**src/rtl/uart_xmtr_arbiter_if.sv**
```systemverilog
// Bus between the byte producers, the round-robin arbiter and UART_XMTR.
// The master side is the arbiter. The slave side is the environment: producers
// plus the transmitter.
interface uart_xmtr_arbiter_if #(
    parameter int word_size = 8,
    parameter int N_REQ     = 4
);
    localparam int IDW = $clog2(N_REQ);

    logic                       Tx_enable;
    logic [N_REQ-1:0]           Req;
    logic [N_REQ*word_size-1:0] Req_data;
    logic [N_REQ-1:0]           Ack;
    logic [word_size-1:0]       Data_bus;
    logic                       Load_XMT_datareg;
    logic                       Byte_ready;
    logic                       T_byte;
    logic                       Busy;
    logic [IDW-1:0]             Grant_id;

    modport master (
        input  Tx_enable, Req, Req_data,
        output Ack, Data_bus, Load_XMT_datareg, Byte_ready, T_byte, Busy, Grant_id
    );

    modport slave (
        output Tx_enable, Req, Req_data,
        input  Ack, Data_bus, Load_XMT_datareg, Byte_ready, T_byte, Busy, Grant_id
    );
endinterface

```
**src/rtl/uart_xmtr_arbiter.sv**
```systemverilog
// Round-robin scheduler sharing one UART_XMTR between N_REQ byte producers.
// It grants one requester and captures its byte. It then sequences
// Load_XMT_datareg -> Byte_ready -> T_byte, waits out the serial frame plus an
// optional idle gap, and only then considers the next grant.
module uart_xmtr_arbiter #(
    parameter int word_size  = 8,
    parameter int N_REQ      = 4,
    parameter int BIT_CYCLES = 1,
    parameter int GAP_CYCLES = 1
) (
    input  logic                   Clock,
    input  logic                   rst_b,
    uart_xmtr_arbiter_if.master    bus
);
    localparam int TX_CYCLES = (word_size + 2) * BIT_CYCLES;
    localparam int IDW       = $clog2(N_REQ);
    localparam int CNT_MAX   = (TX_CYCLES > GAP_CYCLES) ? TX_CYCLES : GAP_CYCLES;
    localparam int CW        = $clog2(CNT_MAX + 1);
    localparam int GAP_LOAD  = (GAP_CYCLES > 0) ? GAP_CYCLES - 1 : 0;

    typedef enum logic [2:0] {IDLE, LOAD, READY, START, WAIT, GAP} state_t;

    state_t               state, state_nx;
    logic [CW-1:0]        cnt;
    logic [IDW-1:0]       last;
    logic [IDW-1:0]       gid_q;
    logic [word_size-1:0] hold;
    logic [N_REQ-1:0]     ack_q, ack_d;
    logic                 load_q, load_d;
    logic                 rdy_q, rdy_d;
    logic                 tbyte_q, tbyte_d;
    logic                 busy_q, busy_d;

    logic                 grant_hit;
    logic                 grant;
    logic [IDW-1:0]       winner;
    logic [IDW-1:0]       cand_idx;
    int                   cand;

    // Round-robin search starting just after the last winner, wrapping around
    always_comb begin
        grant_hit = 1'b0;
        winner    = '0;
        cand      = 0;
        cand_idx  = '0;
        for (int k = 1; k <= N_REQ; k++) begin
            cand = int'(last) + k;
            if (cand >= N_REQ) cand = cand - N_REQ;
            cand_idx = IDW'(cand);
            if (!grant_hit && bus.Req[cand_idx]) begin
                grant_hit = 1'b1;
                winner    = cand_idx;
            end
        end
    end

    assign grant = (state == IDLE) && bus.Tx_enable && grant_hit;

    // State register; reset aborts any frame in progress immediately
    always_ff @(posedge Clock or negedge rst_b) begin
        if (!rst_b) state <= IDLE;
        else        state <= state_nx;
    end

    // Next-state: fixed three-step handshake, then frame and gap timeouts
    always_comb begin
        state_nx = state;
        case (state)
            IDLE:    if (grant) state_nx = LOAD;
            LOAD:    state_nx = READY;
            READY:   state_nx = START;
            START:   state_nx = WAIT;
            WAIT:    if (cnt == '0) state_nx = (GAP_CYCLES > 0) ? GAP : IDLE;
            GAP:     if (cnt == '0) state_nx = IDLE;
            default: state_nx = IDLE;
        endcase
    end

    // Output decode, one cycle ahead so that every output leaves a flop
    always_comb begin
        ack_d = '0;
        if (grant) ack_d[winner] = 1'b1;
        load_d  = (state == LOAD);
        rdy_d   = (state == READY);
        tbyte_d = (state == START);
        busy_d  = (state_nx != IDLE);
    end

    // Frame/gap down-counter: loaded on entry to WAIT and GAP, exit at zero
    always_ff @(posedge Clock or negedge rst_b) begin
        if (!rst_b) begin
            cnt <= '0;
        end else begin
            case (state)
                START:   cnt <= CW'(TX_CYCLES - 1);
                WAIT:    cnt <= (cnt == '0) ? CW'(GAP_LOAD) : cnt - 1'b1;
                GAP:     if (cnt != '0) cnt <= cnt - 1'b1;
                default: cnt <= cnt;
            endcase
        end
    end

    // Output flops plus grant bookkeeping; byte is captured only at the grant edge
    always_ff @(posedge Clock or negedge rst_b) begin
        if (!rst_b) begin
            ack_q   <= '0;
            load_q  <= 1'b0;
            rdy_q   <= 1'b0;
            tbyte_q <= 1'b0;
            busy_q  <= 1'b0;
            hold    <= '0;
            gid_q   <= '0;
            last    <= IDW'(N_REQ - 1);
        end else begin
            ack_q   <= ack_d;
            load_q  <= load_d;
            rdy_q   <= rdy_d;
            tbyte_q <= tbyte_d;
            busy_q  <= busy_d;
            if (grant) begin
                hold  <= bus.Req_data[int'(winner)*word_size +: word_size];
                gid_q <= winner;
                last  <= winner;
            end
        end
    end

    assign bus.Ack              = ack_q;
    assign bus.Data_bus         = hold;
    assign bus.Load_XMT_datareg = load_q;
    assign bus.Byte_ready       = rdy_q;
    assign bus.T_byte           = tbyte_q;
    assign bus.Busy             = busy_q;
    assign bus.Grant_id         = gid_q;
endmodule
```
**src/flat_wrapper.sv**
```systemverilog
// flat-port wrapper written by rule: the top's interface ports become plain ports
module uart_xmtr_arbiter_flat 
#(
    parameter int word_size  = 8,
    parameter int N_REQ      = 4,
    parameter int BIT_CYCLES = 1,
    parameter int GAP_CYCLES = 1
)
  (Clock, rst_b, bus_Tx_enable, bus_Req, bus_Req_data, bus_Ack, bus_Data_bus, bus_Load_XMT_datareg, bus_Byte_ready, bus_T_byte, bus_Busy, bus_Grant_id);
  uart_xmtr_arbiter_if #(.word_size(word_size), .N_REQ(N_REQ)) bus_i ();
  input  logic Clock;
  input  logic rst_b;
  input wire logic [$bits(bus_i.Tx_enable)-1:0] bus_Tx_enable;
  input wire logic [$bits(bus_i.Req)-1:0] bus_Req;
  input wire logic [$bits(bus_i.Req_data)-1:0] bus_Req_data;
  output wire logic [$bits(bus_i.Ack)-1:0] bus_Ack;
  output wire logic [$bits(bus_i.Data_bus)-1:0] bus_Data_bus;
  output wire logic [$bits(bus_i.Load_XMT_datareg)-1:0] bus_Load_XMT_datareg;
  output wire logic [$bits(bus_i.Byte_ready)-1:0] bus_Byte_ready;
  output wire logic [$bits(bus_i.T_byte)-1:0] bus_T_byte;
  output wire logic [$bits(bus_i.Busy)-1:0] bus_Busy;
  output wire logic [$bits(bus_i.Grant_id)-1:0] bus_Grant_id;
  assign bus_i.Tx_enable = bus_Tx_enable;
  assign bus_i.Req = bus_Req;
  assign bus_i.Req_data = bus_Req_data;
  assign bus_Ack = bus_i.Ack;
  assign bus_Data_bus = bus_i.Data_bus;
  assign bus_Load_XMT_datareg = bus_i.Load_XMT_datareg;
  assign bus_Byte_ready = bus_i.Byte_ready;
  assign bus_T_byte = bus_i.T_byte;
  assign bus_Busy = bus_i.Busy;
  assign bus_Grant_id = bus_i.Grant_id;
  uart_xmtr_arbiter #(.word_size(word_size), .N_REQ(N_REQ), .BIT_CYCLES(BIT_CYCLES), .GAP_CYCLES(GAP_CYCLES)) u_core (.Clock(Clock), .rst_b(rst_b), .bus(bus_i));
endmodule
```
**config.mk**
```make
export PLATFORM = sky130hd
export DESIGN_NAME = uart_xmtr_arbiter_flat
export DESIGN_NICKNAME = d
export VERILOG_FILES = /design/src/rtl/uart_xmtr_arbiter_if.sv /design/src/rtl/uart_xmtr_arbiter.sv /design/src/flat_wrapper.sv
export SDC_FILE = /design/constraint.sdc
export NUM_CORES = 1
export LEC_CHECK = 0
export CORE_AREA = 2 2 62 64
export CTS_CLUSTER_DIAMETER = 80
export DETAILED_ROUTE_END_ITERATION = 8
export DIE_AREA = 0 0 64 66
export PLACE_DENSITY = 0.77
export SYNTH_ARGS = -nofsm -noshare
export SYNTH_HDL_FRONTEND = slang
export SYNTH_SLANG_ARGS = --single-unit
```
**constraint.sdc**
```tcl
create_clock -name Clock -period 1.9 [get_ports Clock]
set_input_delay 0.38 -clock Clock [delete_from_list [all_inputs] [get_ports Clock]]
set_output_delay 0.38 -clock Clock [all_outputs]
set_load 0.01 [all_outputs]
```
==> metrics.md <==
| Metric | Value |
|---|---|
| Final Cycle Share | 94.65% |
| Place WS | -0.2668 ns |
| Area delta synth->final | 50.42% |
| Critical R2R Launch | u_core.last[1] |
| Drt drc | 0 |
| Commonest register cell after synthesis | dfrtp_1 |
| Slew @ Worst Pin | 0.3928 ns |
| Clk sink count | 27 |
| H-tree depth | 1 |
| Final core occ | 62.97% |
| # IOs | 57 |
| Relative slew slack | 73.77% |
| Run status | finished clean |
| ANT cells | 0 |
| Cell variety after synth | 38 |
| HP Class | primary input to asynchronous set/reset pin |
| Die Area | 4224 um^2 |
| Post-Syn Nets | 191 |
| Post-CTS sizing | 0 |
| Final Max Slew Viols | 0 |
| Clk buf depth | 2 |
| WP data required | 2.14 ns |
| Number of nets in the layout | 263 |
| Sw power | 1.088 mW |
| R2r worst-path depth | 6 |
| Clock latency on the worst-skew pair | 0.33 ns |
| Final WS setup | 0.1016 ns |
| Detailed Route WL | 3970 um |
| Setup CP Type | flop to flop |
| Post-CTS setup buffers | 0 |
| Number of I/O port buffers | 56 |
| Via count | 1419 |
| Final HPWL from detailed placement | 2993 um |
| CP Capture Type | flop |
| Num CTS Buffers | 3 |
| Worst r2r dst | u_core.bus.Data_bus[2] |
| TNS Setup | 0 ns |
| Clock share of power | 9.0% |
| Placer Congestion | 0.7953 |
| Number of flops mapped to enable cells by yosys | 0 |
| First drt pass iteration count | 6 |
| # setup viols final | 0 |
| Max FO, Critical Path | 9 |
| Reg2reg setup slack | 0.10 ns |
| Placed Cells incl. Taps | 265 |
| Post-Syn Area | 1486 um^2 |
| Post-synthesis average cell area | 9.844 um^2 |
| Post-DRT Antenna Nets | 0 |
| Lkg Pwr | 0.9774 nW |
| Final non-filler cell total | 270 |
| Final hold violations | 0 |
| VDD IR-drop max | 0.6145 mV |
| Final Skew | 0.01329 ns |
| CTS tree | yes |
| Clock Root Buffer | clkbuf_4 |
| Initial core utilization | 41.86% |
| Vias per std cell | 5.256 |
| Gate power share | 54.0% |
| Layout cell share with drive strength beyond 1 | 13.96% |
| Vias in the first global route | 1303 |
| Syn. warnings | 0 |
| Fillers | 301 |
| Final min period | 1.798 ns |
| WL/cell | 14.70 um |
| Power per cell area | 1244 nW/um^2 |
| Die Span X | 64 um |
| Tot GR Track Use | 19.08% |
| CP Data Arrival Time | 2.04 ns |
| RSZ-0062 raised after global routing | false |
| Sw Share | 39.09% |
| Critical path launch point type | flop |
| Die height | 66 um |
| Async S/R FF share, synth | 100.0% |
| Max_cap viols | 0 |
| Peak Freq | 556.1 MHz |
| Core area | 3551 um^2 |
| FP Rows | 22 |
| Sequential Power Share | 37.0% |
| # hold bufs at CTS | 0 |
| Flops & latches, synth | 27 |
| Design internal power | 1.695 mW |
| Clock transition at path regs | 0.15 ns |
| First-pass GRT wire length | 6306 um |
| Largest net degree at the start of global routing | 28 |
| Initial antenna violation count | 0 |
| Mapped Cells | 151 |
| Sequential area share after synthesis | 45.62% |
| GRT Residual Overflow | 0 |
| First DRT Iteration DRCs | 228 |
[logic make-up (layout without fill, tap and decap cells)]
logic type | count (synthesis) | in the layout | share of synthesized area (%)
AND/OR/NAND/NOR | 55 | 56 | 19.87
AO/OA/AOI/OAI | 45 | 45 | 21.97
flip-flops | 27 | 27 | 45.62
buffers and inverters | 13 | 83 | 4.209
multiplexers | 9 | 9 | 6.902
adder cells (fa/ha/maj) | 1 | 1 | 0.8416
XOR/XNOR | 1 | 1 | 0.5893
[registers in the layout, summed over array words and instances (netlist names)]
| signal | count |
|---|---|
| u_core.bus.Ack | 4 |
| u_core.bus.Load_XMT_datareg | 1 |
| u_core.bus.T_byte | 1 |
| u_core.cnt | 4 |
| u_core.state | 3 |
| u_core.last | 2 |
| u_core.bus.Grant_id | 2 |
| u_core.bus.Busy | 1 |
| u_core.bus.Byte_ready | 1 |
| u_core.bus.Data_bus | 8 |
[synthesized netlist by cell type, types with 2 or more instances]
| library cell | n | area, um^2 |
|---|---|---|
| o211ai_1 | 9 | 67.56 |
| nand3_1 | 11 | 55.05 |
| dfstp_2 | 2 | 52.55 |
| o21ai_0 | 5 | 25.02 |
| inv_1 | 6 | 22.52 |
| mux2i_1 | 8 | 80.08 |
| nand2b_1 | 2 | 12.51 |
| buf_2 | 2 | 10.01 |
| o21ai_1 | 9 | 45.04 |
| a211o_1 | 8 | 70.07 |
| nand2_1 | 21 | 78.83 |
| a21oi_1 | 6 | 30.03 |
| nor2_1 | 5 | 18.77 |
| clkbuf_1 | 2 | 7.510 |
| nor3b_1 | 3 | 22.52 |
| nor2b_1 | 5 | 31.28 |
| dfrtp_1 | 25 | 625.6 |
| nor3_1 | 2 | 10.01 |
[power groups by stage]
stage	registers, mW	clock network, mW	logic (mW)
final	1.03	0.250	1.50
after CTS	1.03	0.259	1.50
after global placement	1.03	0	1.43
after floorplan	1.04	0	0.816
after detailed placement	1.04	0	1.49
after global routing	1.06	0.280	1.63
[per-stage QoR]
| stage | power (mW) | hold slack, ns | cell area, um^2 |
|---|---|---|---|
| 6_report | 2.782 | 0.4010 | 2236 |
| 5_1_grt | 2.978 | 0.4396 | 2236 |
| 4_1_cts | 2.784 | 0.4121 | 2222 |
| 3_5_place_dp | 2.529 | 0.4807 | 2195 |
| 3_3_place_gp | 2.459 | 0.4800 | 2195 |
| 2_1_floorplan | 1.858 | 0.08441 | 1486 |
[cells in the final DEF, fill, tap and decap left out, types with 5 or more instances in the layout]
cell and count:
nand3_1 11, a211o_1 8, buf_4 17, clkdlybuf4s50_1 55, a21oi_1 6, o211ai_1 9
inv_1 6, nor2b_1 5, o21ai_1 9, dfrtp_1 25, nor2_1 5, nand2_1 21
o21ai_0 5, mux2i_1 8
[worst max-delay path, cell delays in order, from the launching register on]
cell       delay [ns]
dfstp_2          0.62
mux2i_4          0.29
a2bb2oi_2        0.15
buf_4            0.17
nand3_1          0.09
a211o_1          0.28
o211ai_1         0.11
[how the worst max path moves through the flow]
stage                        start                endpoint  slack, ns  cells past startpoint
detailed placement      bus_Req[0]  u_core.bus.Data_bus[4]      -0.27                      7
global route        u_core.last[1]  u_core.bus.Data_bus[4]       0.02                      6
finish              u_core.last[1]  u_core.bus.Data_bus[2]       0.10                      6
floorplan           u_core.last[1]  u_core.bus.Data_bus[1]       0.19                      6
global placement        bus_Req[0]  u_core.bus.Data_bus[1]      -0.15                      7
CTS                 u_core.last[1]  u_core.bus.Data_bus[4]       0.08                      5
[layout make-up]
| type | instances | area [um^2] | share of cell area (%) |
|---|---|---|---|
| clock buffer | 3 | 22.52 | 1.007 |
| multi-input combinational | 112 | 757.0 | 33.86 |
| tap | 48 | 60.06 | 2.686 |
| clock inverter | 1 | 5.005 | 0.2238 |
| timing repair buffer | 73 | 690.7 | 30.89 |
| sequential | 27 | 678.2 | 30.33 |
| inverter | 6 | 22.52 | 1.007 |
[routing by layer]
layer / wire length [um] / up-vias / GRT usage [%]
met1: 1735 / 654 / 26.16
met3: 387 / 5 / 4.600
met4: 38 / 0 / 4.891
li1: - / 685 / -
met2: 1808 / 75 / 30.21
met5: 0 / - / 0
(Power assumes the default switching activity.)
